$ cat src/rtl/lsu_ctrl.sv
//------------------------------------------------------------------------------
// Module      : lsu_ctrl
// Description : Load/store control stage. Accepts one EXU memory request,
//               checks opcode legality, alignment and the RAM window, and
//               drives the data memory port for a single cycle. Load data is
//               sign- or zero-extended, and the result goes back to WBU as a
//               registered response. Only one request is outstanding at a time.
// Revision    : 1.0 - initial release
//------------------------------------------------------------------------------
`default_nettype none

`ifndef WdtTypeCnt
`define WdtTypeCnt 2
`endif
`ifndef Wdt8
`define Wdt8  2'd0
`endif
`ifndef Wdt16
`define Wdt16 2'd1
`endif
`ifndef Wdt32
`define Wdt32 2'd2
`endif
`ifndef Wdt64
`define Wdt64 2'd3
`endif

module lsu_ctrl #(
   parameter int                ADDR_W   = 64,
   parameter int                DATA_W   = 64,
   parameter logic [ADDR_W-1:0] RAM_BASE = 64'h8000_0000,
   parameter logic [ADDR_W-1:0] RAM_SIZE = 64'h0800_0000
) (
   input  logic                   clk,
   input  logic                   rst_n,
   input  logic                   req_valid,
   output logic                   req_ready,
   input  logic [ADDR_W-1:0]      req_addr,
   input  logic [DATA_W-1:0]      req_wdata,
   input  logic                   req_wen,
   input  logic                   req_ren,
   input  logic [`WdtTypeCnt-1:0] req_wdt,
   input  logic                   req_sext,
   input  logic [4:0]             req_rd,
   output logic [ADDR_W-1:0]      mem_raddr,
   output logic [ADDR_W-1:0]      mem_waddr,
   output logic [DATA_W-1:0]      mem_wdata,
   output logic                   mem_wen,
   output logic                   mem_ren,
   output logic [`WdtTypeCnt-1:0] wdt_op,
   input  logic [DATA_W-1:0]      mem_rdata,
   output logic                   resp_valid,
   input  logic                   resp_ready,
   output logic [DATA_W-1:0]      resp_data,
   output logic [4:0]             resp_rd,
   output logic [1:0]             resp_fault
);

   // The window bounds use one extra bit so that an access running past 2^ADDR_W
   // does not wrap back into the window.
   localparam logic [ADDR_W:0] c_win_lo = {1'b0, RAM_BASE};
   localparam logic [ADDR_W:0] c_win_hi = {1'b0, RAM_BASE} + {1'b0, RAM_SIZE};

   localparam logic [1:0] c_fault_none  = 2'd0;
   localparam logic [1:0] c_fault_align = 2'd1;
   localparam logic [1:0] c_fault_win   = 2'd2;
   localparam logic [1:0] c_fault_ill   = 2'd3;

   typedef enum logic [1:0] {
      S_IDLE    = 2'd0,
      S_ACCESS  = 2'd1,
      S_CAPTURE = 2'd2,
      S_RESP    = 2'd3
   } state_t;

   state_t                   r_state;
   logic [ADDR_W-1:0]        r_addr;
   logic [DATA_W-1:0]        r_wdata;
   logic                     r_wen;
   logic                     r_ren;
   logic [`WdtTypeCnt-1:0]   r_wdt;
   logic                     r_sext;
   logic [4:0]               r_rd;

   logic [ADDR_W:0]          w_bytes;
   logic [ADDR_W:0]          w_last;
   logic                     w_misalign;
   logic                     w_out_win;
   logic [1:0]               w_fault;
   logic [DATA_W-1:0]        w_load_data;

   // Legality checks on the incoming request, in priority order: illegal opcode, then alignment, then window.
   always_comb begin
      w_bytes    = '0;
      w_misalign = 1'b0;
      case (req_wdt)
         `Wdt8  : begin w_bytes = (ADDR_W+1)'(1); w_misalign = 1'b0;               end
         `Wdt16 : begin w_bytes = (ADDR_W+1)'(2); w_misalign = req_addr[0];         end
         `Wdt32 : begin w_bytes = (ADDR_W+1)'(4); w_misalign = |req_addr[1:0];      end
         default: begin w_bytes = (ADDR_W+1)'(8); w_misalign = |req_addr[2:0];      end
      endcase
      w_last    = {1'b0, req_addr} + w_bytes - (ADDR_W+1)'(1);
      w_out_win = ({1'b0, req_addr} < c_win_lo) || (w_last >= c_win_hi);
      if (req_wen == req_ren)
         w_fault = c_fault_ill;
      else if (w_misalign)
         w_fault = c_fault_align;
      else if (w_out_win)
         w_fault = c_fault_win;
      else
         w_fault = c_fault_none;
   end

   // Sign extension of the lane-selected read data. The memory block already zero-extends it.
   always_comb begin
      w_load_data = mem_rdata;
      if (r_sext) begin
         case (r_wdt)
            `Wdt8  : w_load_data = {{(DATA_W-8){mem_rdata[7]}},   mem_rdata[7:0]};
            `Wdt16 : w_load_data = {{(DATA_W-16){mem_rdata[15]}}, mem_rdata[15:0]};
            `Wdt32 : w_load_data = {{(DATA_W-32){mem_rdata[31]}}, mem_rdata[31:0]};
            default: w_load_data = mem_rdata;
         endcase
      end
   end

   // Request/response sequencing: IDLE -> (ACCESS -> (CAPTURE ->)) RESP -> IDLE.
   always_ff @(posedge clk) begin
      if (!rst_n) begin
         r_state    <= S_IDLE;
         r_addr     <= '0;
         r_wdata    <= '0;
         r_wen      <= 1'b0;
         r_ren      <= 1'b0;
         r_wdt      <= '0;
         r_sext     <= 1'b0;
         r_rd       <= '0;
         resp_valid <= 1'b0;
         resp_data  <= '0;
         resp_rd    <= '0;
         resp_fault <= '0;
      end else begin
         case (r_state)
            S_IDLE: begin
               if (req_valid) begin
                  r_addr  <= req_addr;
                  r_wdata <= req_wdata;
                  r_wen   <= req_wen;
                  r_ren   <= req_ren;
                  r_wdt   <= req_wdt;
                  r_sext  <= req_sext;
                  r_rd    <= req_rd;
                  if (w_fault != c_fault_none) begin
                     // Faults skip the memory entirely and report the offending address.
                     resp_valid <= 1'b1;
                     resp_fault <= w_fault;
                     resp_data  <= DATA_W'(req_addr);
                     resp_rd    <= req_rd;
                     r_state    <= S_RESP;
                  end else begin
                     r_state    <= S_ACCESS;
                  end
               end
            end
            S_ACCESS: begin
               if (r_ren) begin
                  r_state <= S_CAPTURE;
               end else begin
                  resp_valid <= 1'b1;
                  resp_fault <= c_fault_none;
                  resp_data  <= '0;
                  resp_rd    <= r_rd;
                  r_state    <= S_RESP;
               end
            end
            S_CAPTURE: begin
               resp_valid <= 1'b1;
               resp_fault <= c_fault_none;
               resp_data  <= w_load_data;
               resp_rd    <= r_rd;
               r_state    <= S_RESP;
            end
            S_RESP: begin
               if (resp_ready) begin
                  resp_valid <= 1'b0;
                  r_state    <= S_IDLE;
               end
            end
            default: r_state <= S_IDLE;
         endcase
      end
   end

   // Memory strobes last only for the ACCESS cycle and are also gated by reset so that an abort never writes.
   always_comb begin
      req_ready = (r_state == S_IDLE);
      mem_wen   = rst_n && (r_state == S_ACCESS) && r_wen;
      mem_ren   = rst_n && (r_state == S_ACCESS) && r_ren;
      mem_raddr = r_addr;
      mem_waddr = r_addr;
      mem_wdata = r_wdata;
      wdt_op    = r_wdt;
   end

endmodule

`default_nettype wire

$ cat config.mk
export PLATFORM = sky130hd
export DESIGN_NAME = lsu_ctrl
export DESIGN_NICKNAME = d
export VERILOG_FILES = /design/src/rtl/lsu_ctrl.sv
export SDC_FILE = /design/constraint.sdc
export NUM_CORES = 1
export LEC_CHECK = 0
export BUFFER_PORTS_ARGS = -buffer_cell sky130_fd_sc_hd__buf_2
export CAP_MARGIN = 10
export CORE_ASPECT_RATIO = 0.6
export CORE_MARGIN = 4
export CORE_UTILIZATION = 52
export DETAILED_ROUTE_END_ITERATION = 16
export PLACE_DENSITY = 0.78
export SLEW_MARGIN = 30
export SYNTH_ARGS = -nofsm -noshare
export SYNTH_HDL_FRONTEND = slang
export SYNTH_SLANG_ARGS = --single-unit
$ cat constraint.sdc
create_clock -name clk -period 5.4 [get_ports clk]
set_input_delay 1.08 -clock clk [delete_from_list [all_inputs] [get_ports clk]]
set_output_delay 1.08 -clock clk [all_outputs]
set_load 0.05 [all_outputs]
==> flow_summary_export.csv <==
group,metric,value,unit
timing,period_share,97.8,%
clock_tree,htreeDepth,1,
route,num_vias,17800,
timing,maxSlewViolCount,0,
setup_path,critical_path.top_delay_family,"compound AO/OA/AOI/OAI gates",
synth,synth_cells,1995,
clock_tree,clk_latency,0.54,ns
die,start_util,52.7,%
route,postRouteAntennaNets,0,
placement,gp_congestion,1.10,
setup_path,crit_buf_inv,8,
synth,syn_area,14500,sq um
route,wl,65100,um
synth,seq_area_frac_synth,29.3,%
clock_tree,clockBufferDepth,3,
power_and_ir_drop,clockPowerShare,17.7,%
timing,finalSetupViolCount,0,
die,die_w,224,um
clock_tree,cts_made_buffers,21,
global_route,grt_start_max_net_pins,96,
finish,syn2layout_area_growth,32.3,%
synth,synth_ff_type,"dfxtp_1",
setup_path,worstPathCellList,"buf_2 -> buf_4 -> nand2b_1 -> ha_1 -> inv_1 -> ha_1 -> and3_1 -> o2111ai_1 -> a21oi_1 -> o31a_1 -> nor2_4 -> buf_4 -> o21bai_1 -> a31oi_1 -> a2111oi_2 -> buf_4 -> nand4_1 -> buf_4 -> nor4_4 -> or3_4 -> buf_12 -> buf_16 -> mux2i_1",
power_and_ir_drop,p_leak,9.31,nW
power_and_ir_drop,irDropWorstVdd,0.395,mV
timing,fmax,189,MHz
finish,drive_above_1_share,30.8,%
power_and_ir_drop,switchingPower,4.66,mW
placement,place_hpwl,50800,um
timing,final.min_clock_period,5.28,ns
die,row_count,47,
global_route,grt_usage,38.6,%
global_route,antenna_found_initial,5,
clock_tree,numClockSinks,212,
power_and_ir_drop,combPwrFrac,57.5,%
setup_path,critical_path_class,"input pin to register",
synth,synth_edf_count,0,
setup_path,crit_top_cell,"buf_4",
route,firstDrtPassIters,6,
synth,yosys_warnings,0,
power_and_ir_drop,p_per_area,470,nW/um^2
route,drc,0,
synth,async_reset_ff_share,0,%
die,die_area,30700,sq um
setup_path,startpoint_type,"input pin",
setup_path,end_kind,"register",
synth,synthDistinctLibCells,85,
clock_tree,cts_hold_buf,0,
clock_tree,cts_tree,"yes",
status,outcome,"finished, final reports clean",
finish,nets,2874,
timing,whs,0.452,ns
synth,syn_nets,2295,
synth,ys_seq_elements,212,
setup_path,crit_slowest_cell,"a2111oi_2",
job,cap_violations,0,
timing,rsz0062_at_grt,"no",
global_route,grt_pass1_wl,93500,um
timing,tightest_slew,1.02,ns
global_route,grt_overflow_total,0,
finish,seq_area,4240,sq um
clock_tree,cts.root.buffer_cell,"clkbuf_16",
finish,fillers,2200,
setup_path,critPathMaxStageDelay,0.39,ns
synth,avgSynthCellArea,7.26,sq um
finish,multi_input_area,8970,sq um
setup_path,cp_max_fo,9,
timing,finClkSkew,0.0183,ns
die,die_y,137,um
clock_tree,clk_pin_slew,0.07,ns
timing,maxSlewHeadroom,32.2,%
setup_path,cp.required,5.85,ns
route,wl_per_cell,22.0,um
power_and_ir_drop,p_int,4.35,mW
min_path,hp-class,"register to register",
die,core_area,27500,sq um
power_and_ir_drop,swShare,51.7,%
power_and_ir_drop,total_power,9.01,mW
die,ios,475,
route,viasPerCell,6.00,
timing,final_hold_viol_count,0,
timing,finalSetupTns,0,ns
placement,io_buffers,474,
route,initialDrtViolationCount,2032,
global_route,grt_pass1_vias,16300,
power_and_ir_drop,sequentialPowerShare,24.8,%
setup_path,arrival,5.73,ns
routing by layer:
metal / up-vias / global-route usage, % / part of all wire [%]
li1: 8046 / - / -
met1: 8349 / 53.4 / 41
met2: 1196 / 55.4 / 40
met3: 166 / 15.6 / 15
met4: 2 / 11.2 / 3.6
met5: - / 0 / 0.020
cell usage after synthesis, types with 23 or more instances:
| cell | instances | share of area, % |
|---|---|---|
| a21oi_1 | 250 | 8.6 |
| o21ai_1 | 31 | 1.1 |
| inv_1 | 100 | 2.6 |
| buf_4 | 64 | 3.3 |
| ha_1 | 93 | 8.0 |
| nand2b_1 | 23 | 0.99 |
| nand2_1 | 502 | 13 |
| nor2_1 | 97 | 2.5 |
| o21ai_0 | 47 | 1.6 |
| mux2i_1 | 79 | 5.5 |
| dfxtp_1 | 212 | 29 |
| o22ai_1 | 59 | 2.5 |
| nand3_1 | 34 | 1.2 |
| clkbuf_1 | 87 | 2.3 |
cells by family (layout without fill, tap and decap cells):
| family | count (synthesis) | in the layout | share of synthesized area (%) |
|---|---|---|---|
| AOI/OAI and AO/OA | 536 | 536 | 22.2 |
| xor gates and xnor gates | 12 | 12 | 0.725 |
| adders and majority gates | 94 | 94 | 8.17 |
| buffers and inverters | 268 | 862 | 9.45 |
| DFF | 212 | 212 | 29.3 |
| muxes | 85 | 85 | 5.92 |
| other | 0 | 4 | 0 |
| and+or+nand+nor | 788 | 788 | 24.3 |
sequential cells by signal, summed over array words and instances (netlist names):
register and flops:
mem_raddr 64, mem_wdata 64, r_rd 5, r_ren 1, r_sext 1, r_state 2
r_wen 1, resp_data 64, resp_fault 2, resp_rd 5, resp_valid 1, wdt_op 2
worst register-to-register path, stage by stage, from the launching register on:
cell and delay, ns:
dfxtp_1 0.44, inv_1 0.11, ha_2 0.82, and2_1 0.48, o21ai_2 0.09, buf_4 0.27
o22ai_1 0.30, nand2_1 0.10, mux2i_2 0.20
power groups by stage:
| stage | combinational, mW | clock, mW | sequential (mW) |
|---|---|---|---|
| after global routing | 5.38 | 1.66 | 2.27 |
| after CTS | 4.86 | 1.60 | 2.22 |
| final | 5.18 | 1.59 | 2.24 |
| after global placement | 4.74 | 0 | 2.22 |
| after floorplan | 2.25 | 0 | 3.58 |
| after detailed placement | 4.83 | 0 | 2.25 |
layout make-up:
class	instances	share of cell area, %
clock inverters	13	0.790
multi-input cells	1515	46.8
well taps	367	2.40
inverters	103	2.03
repair buffers	721	22.8
flip-flops and latches	212	22.1
diodes	4	0.0522
clock buffers	25	2.98
through the flow:
step	worst slack [ns]	cell area, sq um	utilization, %	cells
after floorplan	0.353	14500	-	1995
after global placement	-0.433	18200	66.1	2910
after detailed placement	-0.454	18200	66.1	2910
after CTS	0.0692	18900	68.7	2948
after global routing	0.00614	19200	69.6	2959
final	0.117	19200	69.6	2960
final timing paths:
check | from | end | slack [ns] | depth (start not counted)
worst max-delay path | req_wdt[0] | resp_data[45] | 0.12 | 23
worst max register to register | r_state[1] | resp_data[54] | 2.49 | 8
worst min register to register | mem_wdata[5] | mem_wdata[5] | 0.45 | 2
worst min-delay path | mem_wdata[5] | mem_wdata[5] | 0.45 | 2
layout by cell type (no fill, tap or decap), types with 16 or more instances in the layout:
cell type | netlist | final
a21o_1 | 19 | 19
a21oi_1 | 250 | 248
buf_2 | 1 | 473
buf_4 | 64 | 238
clkbuf_16 | 0 | 25
dfxtp_1 | 212 | 212
ha_1 | 93 | 92
inv_1 | 100 | 100
mux2i_1 | 79 | 77
nand2_1 | 502 | 500
nand2b_1 | 23 | 23
nand3_1 | 34 | 34
nand4_1 | 18 | 18
nor2_1 | 97 | 95
nor3_1 | 16 | 16
o21ai_0 | 47 | 47
o21ai_1 | 31 | 30
o22ai_1 | 59 | 59
repair_timing:
action	4_1_cts	5_1_grt
buffers inserted	0	2
gates resized for setup	0	13
setup endpoints to repair	0	71
Power figures use the tool's default switching activity.
